[src/rtl/controller_seq_pkg.sv]
// -----------------------------------------------------------------------------
// controller_seq_pkg
//   Shared definitions for the controller_seq instruction sequencer:
//   opcode encodings, opcode field width, FSM state encoding and small
//   opcode classification helpers.
//   No ports (package).
// -----------------------------------------------------------------------------
package controller_seq_pkg;

    // Opcode lives in the top OPC_W bits of the instruction word.
    localparam int OPC_W = 4;

    localparam logic [3:0] OP_NOP  = 4'd0;
    localparam logic [3:0] OP_LDI  = 4'd1;
    localparam logic [3:0] OP_LD   = 4'd2;
    localparam logic [3:0] OP_ST   = 4'd3;
    localparam logic [3:0] OP_JMP  = 4'd4;
    localparam logic [3:0] OP_JZ   = 4'd5;
    localparam logic [3:0] OP_HALT = 4'd6;

    typedef enum logic [2:0] {
        ST_FETCH  = 3'd0,
        ST_DECODE = 3'd1,
        ST_OPND   = 3'd2,
        ST_ACCESS = 3'd3,
        ST_HALT   = 3'd4,
        ST_TRAP   = 3'd5
    } state_t;

    // Opcodes 7..15 have no meaning and trap.
    function automatic logic op_is_defined(input logic [3:0] op);
        return (op <= OP_HALT);
    endfunction

    // Opcodes whose register field must name an existing register.
    function automatic logic op_needs_reg(input logic [3:0] op);
        case (op)
            OP_LDI, OP_LD, OP_ST, OP_JZ: return 1'b1;
            default:                     return 1'b0;
        endcase
    endfunction

endpackage

[src/rtl/ctl_regfile.sv]
// -----------------------------------------------------------------------------
// ctl_regfile
//   NUM_REGS x DATA_WIDTH operand register file, one write port, async reset
//   to zero. Two read views: one indexed read (data for ST / zero test for JZ)
//   and the whole file flattened for observation.
// Ports
//   clk, rst_n   clock, async active-low reset
//   we           write enable
//   waddr        write register index
//   wdata        write data
//   raddr        read register index
//   rdata        register[raddr] (0 if raddr names no register)
//   regs_flat    register r at [r*DATA_WIDTH +: DATA_WIDTH]
// -----------------------------------------------------------------------------
module ctl_regfile #(
    parameter int DATA_WIDTH = 16,
    parameter int NUM_REGS   = 4,
    parameter int REG_IDX_W  = 2
) (
    input  logic                           clk,
    input  logic                           rst_n,
    input  logic                           we,
    input  logic [REG_IDX_W-1:0]           waddr,
    input  logic [DATA_WIDTH-1:0]          wdata,
    input  logic [REG_IDX_W-1:0]           raddr,
    output logic [DATA_WIDTH-1:0]          rdata,
    output logic [NUM_REGS*DATA_WIDTH-1:0] regs_flat
);

    logic [DATA_WIDTH-1:0] regs_r [NUM_REGS];

    // Register storage: per-entry compare so an out-of-range index writes nothing.
    always_ff @(posedge clk or negedge rst_n) begin
        if (!rst_n) begin
            for (int i = 0; i < NUM_REGS; i++) begin
                regs_r[i] <= '0;
            end
        end else begin
            for (int i = 0; i < NUM_REGS; i++) begin
                if (we && (waddr == REG_IDX_W'(i))) begin
                    regs_r[i] <= wdata;
                end
            end
        end
    end

    // Indexed read port.
    always_comb begin
        rdata = '0;
        for (int i = 0; i < NUM_REGS; i++) begin
            rdata = (raddr == REG_IDX_W'(i)) ? regs_r[i] : rdata;
        end
    end

    // Flattened view of all registers.
    always_comb begin
        regs_flat = '0;
        for (int i = 0; i < NUM_REGS; i++) begin
            regs_flat[i*DATA_WIDTH +: DATA_WIDTH] = regs_r[i];
        end
    end

endmodule

[src/rtl/controller_seq.sv]
// -----------------------------------------------------------------------------
// controller_seq
//   Multi-cycle fetch/decode/execute sequencer with a req/ack memory port.
//   Owns the instruction pointer; one memory access in flight at a time.
//   Instruction: opcode in the top 4 bits, register index in the low bits.
// Ports
//   clk, rst_n   clock, async active-low reset
//   mem_req      access request, held until mem_ack
//   mem_we       write strobe (ACCESS phase of ST)
//   mem_addr     IP in FETCH/OPND, operand address in ACCESS
//   mem_wdata    register data during the ST write, else 0
//   mem_rdata    read data, taken on mem_ack
//   mem_ack      one-cycle completion pulse, ignored while mem_req=0
//   i_resume     leave HALT/TRAP
//   o_halted     in HALT or TRAP
//   o_illegal    in TRAP
//   o_ip         current instruction pointer
//   o_regs       flattened operand registers
// -----------------------------------------------------------------------------
module controller_seq
    import controller_seq_pkg::*;
#(
    parameter int DATA_WIDTH = 16,
    parameter int ADDR_WIDTH = 16,
    parameter int NUM_REGS   = 4,
    parameter int RESET_IP   = 0
) (
    input  logic                           clk,
    input  logic                           rst_n,
    output logic                           mem_req,
    output logic                           mem_we,
    output logic [ADDR_WIDTH-1:0]          mem_addr,
    output logic [DATA_WIDTH-1:0]          mem_wdata,
    input  logic [DATA_WIDTH-1:0]          mem_rdata,
    input  logic                           mem_ack,
    input  logic                           i_resume,
    output logic                           o_halted,
    output logic                           o_illegal,
    output logic [ADDR_WIDTH-1:0]          o_ip,
    output logic [NUM_REGS*DATA_WIDTH-1:0] o_regs
);

    localparam int REG_IDX_W = (NUM_REGS > 1) ? $clog2(NUM_REGS) : 1;
    localparam logic [ADDR_WIDTH-1:0] RESET_IP_C = ADDR_WIDTH'(RESET_IP);

    // Only the decoded fields of the instruction word are kept; the rest is ignored.
    state_t                 state_r, state_s;
    logic [ADDR_WIDTH-1:0]  ip_r, ip_s;
    logic [ADDR_WIDTH-1:0]  addr_r, addr_s;
    logic [OPC_W-1:0]       opc_r, opc_s;
    logic [REG_IDX_W-1:0]   ridx_r, ridx_s;

    logic                   rf_we_s;
    logic [DATA_WIDTH-1:0]  rf_rdata_s;
    logic                   reg_ok_s;
    logic                   illegal_s;
    logic [ADDR_WIDTH-1:0]  target_s;
    logic [ADDR_WIDTH-1:0]  ip_inc_s;

    ctl_regfile #(
        .DATA_WIDTH (DATA_WIDTH),
        .NUM_REGS   (NUM_REGS),
        .REG_IDX_W  (REG_IDX_W)
    ) u_regfile (
        .clk       (clk),
        .rst_n     (rst_n),
        .we        (rf_we_s),
        .waddr     (ridx_r),
        .wdata     (mem_rdata),
        .raddr     (ridx_r),
        .rdata     (rf_rdata_s),
        .regs_flat (o_regs)
    );

    // Decode helpers; a register index beyond NUM_REGS is only reachable for non-power-of-2 sizes.
    always_comb begin
        reg_ok_s  = (int'(ridx_r) < NUM_REGS);
        illegal_s = !op_is_defined(opc_r) || (op_needs_reg(opc_r) && !reg_ok_s);
        target_s  = ADDR_WIDTH'(mem_rdata);
        ip_inc_s  = ip_r + ADDR_WIDTH'(1);
    end

    // State and datapath registers.
    always_ff @(posedge clk or negedge rst_n) begin
        if (!rst_n) begin
            state_r <= ST_FETCH;
            ip_r    <= RESET_IP_C;
            addr_r  <= '0;
            opc_r   <= '0;
            ridx_r  <= '0;
        end else begin
            state_r <= state_s;
            ip_r    <= ip_s;
            addr_r  <= addr_s;
            opc_r   <= opc_s;
            ridx_r  <= ridx_s;
        end
    end

    // Next-state logic; jump targets are assigned after the increment so they win.
    always_comb begin
        state_s = state_r;
        ip_s    = ip_r;
        addr_s  = addr_r;
        opc_s   = opc_r;
        ridx_s  = ridx_r;
        rf_we_s = 1'b0;
        case (state_r)
            ST_FETCH: begin
                if (mem_ack) begin
                    opc_s   = mem_rdata[DATA_WIDTH-1 -: OPC_W];
                    ridx_s  = mem_rdata[REG_IDX_W-1:0];
                    ip_s    = ip_inc_s;
                    state_s = ST_DECODE;
                end else begin
                    state_s = ST_FETCH;
                end
            end
            ST_DECODE: begin
                if (illegal_s) begin
                    state_s = ST_TRAP;
                end else begin
                    case (opc_r)
                        OP_NOP:  state_s = ST_FETCH;
                        OP_HALT: state_s = ST_HALT;
                        OP_LDI, OP_LD, OP_ST, OP_JMP, OP_JZ: state_s = ST_OPND;
                        default: state_s = ST_TRAP;
                    endcase
                end
            end
            ST_OPND: begin
                if (mem_ack) begin
                    ip_s = ip_inc_s;
                    case (opc_r)
                        OP_LDI: begin
                            rf_we_s = 1'b1;
                            state_s = ST_FETCH;
                        end
                        OP_LD, OP_ST: begin
                            addr_s  = target_s;
                            state_s = ST_ACCESS;
                        end
                        OP_JMP: begin
                            ip_s    = target_s;
                            state_s = ST_FETCH;
                        end
                        OP_JZ: begin
                            ip_s    = (rf_rdata_s == '0) ? target_s : ip_inc_s;
                            state_s = ST_FETCH;
                        end
                        default: state_s = ST_TRAP;
                    endcase
                end else begin
                    state_s = ST_OPND;
                end
            end
            ST_ACCESS: begin
                if (mem_ack) begin
                    rf_we_s = (opc_r == OP_LD);
                    state_s = ST_FETCH;
                end else begin
                    state_s = ST_ACCESS;
                end
            end
            ST_HALT, ST_TRAP: begin
                if (i_resume) begin
                    state_s = ST_FETCH;
                end else begin
                    state_s = state_r;
                end
            end
            default: state_s = ST_FETCH;
        endcase
    end

    // Moore outputs decoded from the state registers.
    always_comb begin
        mem_req   = (state_r == ST_FETCH) || (state_r == ST_OPND) || (state_r == ST_ACCESS);
        mem_we    = (state_r == ST_ACCESS) && (opc_r == OP_ST);
        mem_addr  = (state_r == ST_ACCESS) ? addr_r : ip_r;
        mem_wdata = mem_we ? rf_rdata_s : '0;
        o_halted  = (state_r == ST_HALT) || (state_r == ST_TRAP);
        o_illegal = (state_r == ST_TRAP);
        o_ip      = ip_r;
    end

endmodule

[config.mk]
export PLATFORM = sky130hd
export DESIGN_NAME = controller_seq
export DESIGN_NICKNAME = d
export VERILOG_FILES = /design/src/rtl/controller_seq_pkg.sv /design/src/rtl/ctl_regfile.sv /design/src/rtl/controller_seq.sv
export SDC_FILE = /design/constraint.sdc
export NUM_CORES = 1
export LEC_CHECK = 0
export ABC_AREA = 1
export BUFFER_PORTS_ARGS = -buffer_cell sky130_fd_sc_hd__buf_2
export CAP_MARGIN = 20
export CORE_MARGIN = 2
export CORE_UTILIZATION = 35
export DETAILED_ROUTE_END_ITERATION = 6
export HOLD_SLACK_MARGIN = 0.05
export PLACE_DENSITY = 0.57
export SYNTH_ARGS = -nofsm -noshare
export SYNTH_HDL_FRONTEND = slang
export SYNTH_HIERARCHICAL = 1
export SYNTH_SLANG_ARGS = --single-unit
[constraint.sdc]
create_clock -name clk -period 3.3 [get_ports clk]
set_input_delay 0.66 -clock clk [delete_from_list [all_inputs] [get_ports clk]]
set_output_delay 0.66 -clock clk [all_outputs]
set_load 0.03 [all_outputs]
# Word-level counts from Yosys, hierarchy flattened

Index checks and enable logic that the tools add are counted.

Register bits after elaboration: 105
Bits of input ports: 20
Output and inout port bits: 116

Add/sub/neg operators: 1
Order comparisons: 1
Equal/unequal tests: 17
Muxes and demuxes: 23
Reductions and logical operators: 20

Operator list:

| cell                                                                  | number |
|---|---|
| 16-bit 2-to-1 mux                                                     | 9 |
| 16-bit case mux with 2 select lines                                   | 2 |
| 16-bit by 1-bit adder with 16-bit output, second input constant       | 1 |
| 16-bit logical NOT                                                    | 1 |
| 3-bit case mux with 5 select lines                                    | 1 |
| 4-bit by 3-bit == test with 1-bit output, second input constant       | 3 |
| 3-bit 2-to-1 mux                                                      | 3 |
| 3-bit case mux with 3 select lines                                    | 1 |
| 4-bit by 2-bit == test with 1-bit output, second input constant       | 2 |
| 3-bit by 2-bit == test with 1-bit output, second input constant       | 2 |
| 3-bit == test, second input constant                                  | 2 |
| 2-bit inequality test, second input constant                          | 3 |
| 3-bit case mux with 2 select lines                                    | 1 |
| 3-bit AND reduction                                                   | 2 |
| 1-bit logical AND                                                     | 5 |
| 5-bit OR reduction                                                    | 1 |
| 2-bit == test, second input constant                                  | 2 |
| 4-bit by 1-bit == test with 1-bit output, second input constant       | 1 |
| 4-bit by 3-bit <= comparator with 1-bit output, second input constant | 1 |
| 4-bit logical NOT                                                     | 1 |
| 1-bit 2-to-1 mux                                                      | 4 |
| 2-bit OR reduction                                                    | 2 |
| 3-bit by 1-bit == test with 1-bit output, second input constant       | 1 |
| 3-bit logical NOT                                                     | 1 |
| 8 further kinds                                                       | 10 |

# Longest topological paths before layout

Gate-level depths: netlist of run 1.

Depth in word-level cells: 10
Mapped depth: 15
Mapped depth without buffers: 13

# Modules after synthesis

The synthesis of run 1 kept the hierarchy.

By module, submodules not included:

| module         | times used | cells an instance | area each (um^2) | seq. area each (um^2) |
|---|---|---|---|---|
| controller_seq | 1          | 404               | 2793.9           | 1026.0 |
| ctl_regfile    | 1          | 319               | 2787.7           | 1601.5 |

# Worst setup path before layout of run 1

OpenSTA, ideal clock, no wires.

Kind: register to output
Start point: reg opc_r[3]
End point: out mem_wdata[10]
Data arrival time: 1.799 ns
Slack: 0.841 ns
Cell stages (with the launch flop): 9
Path buffers: 1
Path through: dfrtp_1 > inv_1 > nand2_1 > nor2_1 > inv_2 > nor3_4 > inv_2 > buf_6 > nor2_1

Longest elaborated chain between the ends: 3

RTL lines:

| item                                     | line                  | RTL |
|---|---|---|
| start: declaration                       | controller_seq.sv:50  | `logic [OPC_W-1:0] opc_r, opc_s;` |
| start signal: assignment                 | controller_seq.sv:95  | `opc_r <= opc_s;` |
| 4-bit by 2-bit == test with 1-bit output | --                    |  |
| 1-bit logical AND                        | controller_seq.sv:179 | `mem_we = (state_r == ST_ACCESS) && (opc_r == OP_ST);` |
| via mem_we                               | controller_seq.sv:31  | `output logic mem_we,` |
| 16-bit 2-to-1 mux                        | controller_seq.sv:181 | `mem_wdata = mem_we ? rf_rdata_s : '0;` |
| end: declaration                         | controller_seq.sv:33  | `output logic [DATA_WIDTH-1:0] mem_wdata,` |

The timed path passes the listed nets, and every way through them passes these cells.

# Worst setup path after layout of run 1

Start point: reg state_r[2]
End point: out mem_wdata[5]

Longest elaborated chain between the ends: 3

RTL lines:

| item                                     | line                  | RTL |
|---|---|---|
| start: declaration                       | controller_seq.sv:47  | `state_t state_r, state_s;` |
| start signal: assignment                 | controller_seq.sv:92  | `state_r <= state_s;` |
| 3-bit by 2-bit == test with 1-bit output | controller_seq.sv:179 |  |
| 1-bit logical AND                        | controller_seq.sv:179 |  |
| 16-bit 2-to-1 mux                        | controller_seq.sv:181 |  |

Every way passes these cells.

==> results.cfg, run 1 <==
[clocking]
htree_levels = 3
cts-resized-gates = 0
cts_sinks = 105
cts_buffers = 9
clock_path_buffers = 2
cts_tree = built
ctsRootBufferMaster = clkbuf_16
cts_setup_buffers = 0
clk_transition_reported_paths_ns = 0.07
cts_hold_buf = 0
insertion_delay_ns = 0.36

[synthesis]
yosys_register_bits = 105
synthTopCellsByCount = nand2_1 (172), dfrtp_1 (105), o21ai_0 (94), inv_1 (77), nand3_1 (73)
syn-num-nets = 744
netlist.area_leader.share = 0.471
synth_cell_types = 31
syn_area_mm2 = 0.00558
syn_avg_cell_area_um2 = 7.72
synthTopCellsByArea = dfrtp_1 (47%), nand2_1 (12%), o21ai_0 (8.4%)
yosysSeqAreaShare = 0.471
async_reset_ff_frac = 1.00
yosysTopAreaCell = dfrtp_1
syn_inst = 723
synth_flop_cell = dfrtp_1
yosysMostFrequentCell = nand2_1
yosysWarningCount = 6
synth_edf_count = 0

[timing]
rsz0062_at_grt = no
finalSetupTns_ns = 0
timing.final.setup_violations = 0
slew_viol_final = 0
fin_skew_ns = 0.00640
fin_crit_ns = 2.82
hold_ws_ns = 0.120
worst_pin_slew_ns = 0.739
timing_hold_violations_final = 0
slew_headroom = 0.506
max_clock_freq_ghz = 0.355
period_share = 0.854

[critical_path]
endpoint_kind = output pin
startpoint_type = flop
r2r-start = ridx_r[0]$_DFFE_PN0P_
critPathLaunch = state_r[2]$_DFFE_PN0P_
crit_fanout = 29
cp_data_arrival_time_ns = 2.16
worstPathRequired_ns = 2.64
path_class = reg -> out

[die]
initial_core_util = 0.355
die_h_um = 130
core.rowCount = 46
die_area_mm2 = 0.0170
design.core.area_mm2 = 0.0157
dieWidth_um = 130
io_pins = 136

[global_route]
grt_max_degree = 68
grt-ovfl-total = 0
grt_usage = 0.207
grt_pass1_wl_mm = 27.0
first_global_vias = 4797
grt_antenna_before_repair = 0

[outcome]
status = complete, no violations

[route]
dr.pass1.iters = 5
ant_nets = 0
wl_per_cell_um = 16.3
viasPerCell = 4.98
drt_iter0_markers = 433
wirelength_mm = 17.4
drc = 0
vias = 5332

[finish]
nets = 871
layout-drive-gt1-share = 0.229
antennaDiodeCount = 0
fin_util = 0.430
multi_input_area_mm2 = 0.00244
syn_to_final_growth_pct = 21.0
fillers = 1631
seq_area_mm2 = 0.00263
stdcell_count = 1071

[hold_path]
min_path_type = in -> async

[placement]
hpwl_mm = 12.6
gp_congestion = 0.863
dp.cells = 1055
numPortBuffers = 135

[power]
power_per_cell_area_mw_per_mm2 = 742
power.leakage_nw = 3.44
p_total_w = 0.00501
peakVddDrop_uv = 421

[flow_run]
maxCapViolCount = 0
==> cell usage in the layout (no fill, tap or decap) <==
cell type,count
a21oi_1,17
a22oi_1,1
buf_12,1
buf_2,134
buf_4,16
clkbuf_16,9
clkbuf_8,1
clkinv_1,3
clkinv_2,1
clkinv_4,2
clkinvlp_4,1
dfrtp_1,105
ha_1,1
inv_1,77
inv_2,4
inv_6,1
inv_8,1
mux2_2,1
mux2_4,10
nand2_1,172
nand2_2,3
nand3_1,73
nand3_2,2
nand3b_1,2
nand4_1,31
nor2_1,71
nor2_2,4
nor2_4,3
nor3_1,2
nor3_2,1
nor3_4,1
o211ai_1,1
o21ai_0,94
o21ai_1,1
xor2_1,8
==> logic make-up (layout without fill, tap and decap cells) <==
kind of cell | Yosys count | after routing | share of synthesized area
buf+inv | 119 | 251 | 0.0921
xor+xnor | 8 | 8 | 0.0126
fa+ha+maj | 1 | 1 | 0.00224
compound gates | 114 | 114 | 0.103
flops | 105 | 105 | 0.471
mux | 11 | 11 | 0.0289
simple gates | 365 | 365 | 0.290
==> sequential cells by signal (all words and copies together) (netlist names) <==
signal / flops
addr_r: 16
opc_r: 4
u_regfile/regs_flat: 64
o_ip: 16
state_r: 3
ridx_r: 2
==> area by class of cell <==
| cell class | count | share of cell area |
|---|---|---|
| Multi-Input combinational cell | 499 | 0.361 |
| Clock inverter | 6 | 0.00741 |
| Sequential cell | 105 | 0.389 |
| Inverter | 84 | 0.0467 |
| Clock buffer | 10 | 0.0354 |
| Tap cell | 216 | 0.0400 |
| Timing Repair Buffer | 151 | 0.120 |
==> worst paths after layout <==
path,depth (start not counted),slack [ns],to
max,7,0.48,mem_wdata[5]
min,1,0.12,u_regfile/regs_flat[17]$_DFFE_PN0P_
max reg2reg,13,0.57,o_ip[5]$_DFFE_PN0P_
min reg2reg,1,0.51,addr_r[15]$_DFFE_PN0P_
max in group asynchronous,2,2.55,o_ip[12]$_DFFE_PN0P_
min in group clk,1,0.51,addr_r[15]$_DFFE_PN0P_
==> critical path, stage by stage, from the launching register on <==
cell and delay [ns]:
dfrtp_1 0.44, nor3_2 0.18, buf_4 0.31, inv_2 0.15, nor3_4 0.17, inv_2 0.18, nor2_1 0.14, buf_2 0.21
==> layer usage <==
metal | share of wire | wire length (um) | GRT usage
met1 | 0.48 | 8300 | 0.302
met2 | 0.44 | 7740 | 0.323
met3 | 0.066 | 1150 | 0.0344
met4 | 0.013 | 234 | 0.0500
met5 | 0 | 0 | 0
==> where the power goes <==
group | leakage (nW) | switching, W | internal, W
Clock | 0.141 | 0.000521 | 0.000543
Sequential | 1.36 | 0.000263 | 0.00151
Combinational | 1.94 | 0.00156 | 0.000622
==> per-stage QoR <==
step	worst slack, ns	cell area [um^2]
4_1_cts	0.456	6750
3_5_place_dp	0.643	6460
3_3_place_gp	0.696	6460
6_report	0.481	6750
2_1_floorplan	0.841	5580
5_1_grt	0.265	6750
Power figures use the tool's default switching activity.
==> inputs of run 2 (changes only) <==
--- a/config.mk
+++ b/config.mk
@@ -8,11 +8,13 @@
 export ABC_AREA = 1
 export BUFFER_PORTS_ARGS = -buffer_cell sky130_fd_sc_hd__buf_2
 export CAP_MARGIN = 20
+export CELL_PAD_IN_SITES_DETAIL_PLACEMENT = 1
+export CELL_PAD_IN_SITES_GLOBAL_PLACEMENT = 2
 export CORE_MARGIN = 2
-export CORE_UTILIZATION = 35
+export CORE_UTILIZATION = 33
 export DETAILED_ROUTE_END_ITERATION = 6
 export HOLD_SLACK_MARGIN = 0.05
-export PLACE_DENSITY = 0.57
+export PLACE_DENSITY = 0.87
 export SYNTH_ARGS = -nofsm -noshare
 export SYNTH_HDL_FRONTEND = slang
 export SYNTH_HIERARCHICAL = 1
==> results.cfg, run 2 (synthesized netlist as in run 1, its figures left out) <==
[route]
wirelength_mm = 19.5
dr.pass1.iters = 5
viasPerCell = 5.07
drt_iter0_markers = 443
vias = 5439
wl_per_cell_um = 18.2
ant_nets = 0
drc = 0

[placement]
dp_slack_ns = 0.497
dpl_cell_area_mm2 = 0.00645
gp_congestion = 0.838
hpwl_mm = 14.2
numPortBuffers = 135

[timing]
finalSetupTns_ns = 0
fin_skew_ns = 0.00938
fin_crit_ns = 2.85
period_share = 0.863
slew_headroom = 0.386
timing.final.setup_violations = 0
worst_pin_slew_ns = 0.920
rsz0062_at_grt = no
timing_hold_violations_final = 0
max_clock_freq_ghz = 0.351
setup_ws_ns = 0.451
slew_viol_final = 0

[global_route]
grt-ovfl-total = 0
grt_pass1_wl_mm = 30.9
grt_usage = 0.221
grt_max_degree = 70
first_global_vias = 5443
grt_antenna_before_repair = 0

[clocking]
cts_buffers = 9
clk_transition_reported_paths_ns = 0.08
insertion_delay_ns = 0.36
cts-resized-gates = 0
htree_levels = 3
cts_setup_buffers = 0
ctsRootBufferMaster = clkbuf_16
cts_sinks = 105
clock_path_buffers = 2
cts_hold_buf = 0
cts_tree = built

[finish]
antennaDiodeCount = 0
syn_to_final_growth_pct = 20.6
largest_reg_flops = 64
layout_common_cells = nand2_1 (172), buf_2 (134), dfrtp_1 (105)
fillers = 2111
final_cell_area_mm2 = 0.00673
nets = 868
layout_commonest_cell = nand2_1
layout-drive-gt1-share = 0.225

[die]
initial_core_util = 0.337
dieWidth_um = 134
die_h_um = 134
core.rowCount = 47
design.core.area_mm2 = 0.0166
die_area_mm2 = 0.0180
io_pins = 136

[power]
power.leakage_nw = 3.43
power_per_cell_area_mw_per_mm2 = 753
peakVddDrop_uv = 377

[critical_path]
startpoint_type = flop
cp_data_arrival_time_ns = 3.10
worstPathRequired_ns = 3.55
endpoint_kind = flop
path_class = reg -> reg
crit_fanout = 19

[outcome]
status = complete, no violations

[hold_path]
min_path_type = in -> async

[flow_run]
maxCapViolCount = 0
[run 2: cell count changes in the layout (fill, tap and decap cells not counted), sizes merged]
cell      before  now
clkbuf        10   11
inv           83   85
clkinv         6    4
buf          151  148
clkinvlp       1    0
[run 2: critical path, stage by stage, from the launching register on]
cell and delay [ns]:
dfrtp_1 0.51, inv_1 0.37, nand3_1 0.16, nand4_1 0.16, nor2_1 0.20, nand2_1 0.08, nor2_1 0.12, nand2_1 0.14
nand2_2 0.31, nand3_2 0.34, nand2_1 0.16, nand3_1 0.08, nand2_1 0.07, inv_1 0.04
[run 2: routing by layer]
metal  part of all wire  global-route usage  vias to the layer above  routed length [um]
met2               0.46               0.351                      170                8910
met1               0.48               0.315                     2651                9420
met3              0.049              0.0359                       19                 956
met4              0.012              0.0596                        0                 232
met5                  0                   0                        -                   0
li1                   -                   -                     2599                   -
[run 2: final cells by class]
| type | count | area, um^2 | area share |
|---|---|---|---|
| tap | 220 | 275 | 0.0409 |
| multi-input combinational | 499 | 2440 | 0.362 |
| clock buffer | 11 | 243 | 0.0361 |
| sequential | 105 | 2630 | 0.390 |
| inverter | 84 | 315 | 0.0468 |
| clock inverter | 5 | 43.8 | 0.00650 |
| timing repair buffer | 148 | 788 | 0.117 |
[run 2: final timing paths]
path / startpoint / slack [ns] / end / cells after the start
worst max-delay path: ridx_r[1]$_DFFE_PN0P_ / 0.45 / o_ip[4]$_DFFE_PN0P_ / 13
worst min-delay path: rst_n / 0.43 / u_regfile/regs_flat[49]$_DFFE_PN0P_ / 1
worst max register to register: ridx_r[1]$_DFFE_PN0P_ / 0.45 / o_ip[4]$_DFFE_PN0P_ / 13
worst min register to register: addr_r[5]$_DFFE_PN0P_ / 0.51 / addr_r[5]$_DFFE_PN0P_ / 1
max in group asynchronous: rst_n / 2.05 / addr_r[11]$_DFFE_PN0P_ / 2
min in group clk: addr_r[5]$_DFFE_PN0P_ / 0.51 / addr_r[5]$_DFFE_PN0P_ / 1
[run 2: per-stage QoR]
stage | util | hold WS, ns | power, W | instances
after floorplan | - | 0.364 | 0.00332 | 723
after detailed placement | 0.389 | 0.496 | 0.00402 | 1056
after global placement | 0.389 | 0.489 | 0.00398 | 1056
final | 0.406 | 0.427 | 0.00507 | 1072
after global routing | 0.406 | 0.485 | 0.00541 | 1072
after CTS | 0.406 | 0.458 | 0.00511 | 1072
[run 2: power by group]
part	switching [W]	internal [W]	total, W
Clock	0.000529	0.000547	0.00108
Sequential	0.000272	0.00151	0.00178
Combinational	0.00161	0.000607	0.00222
Total	0.00241	0.00266	0.00507
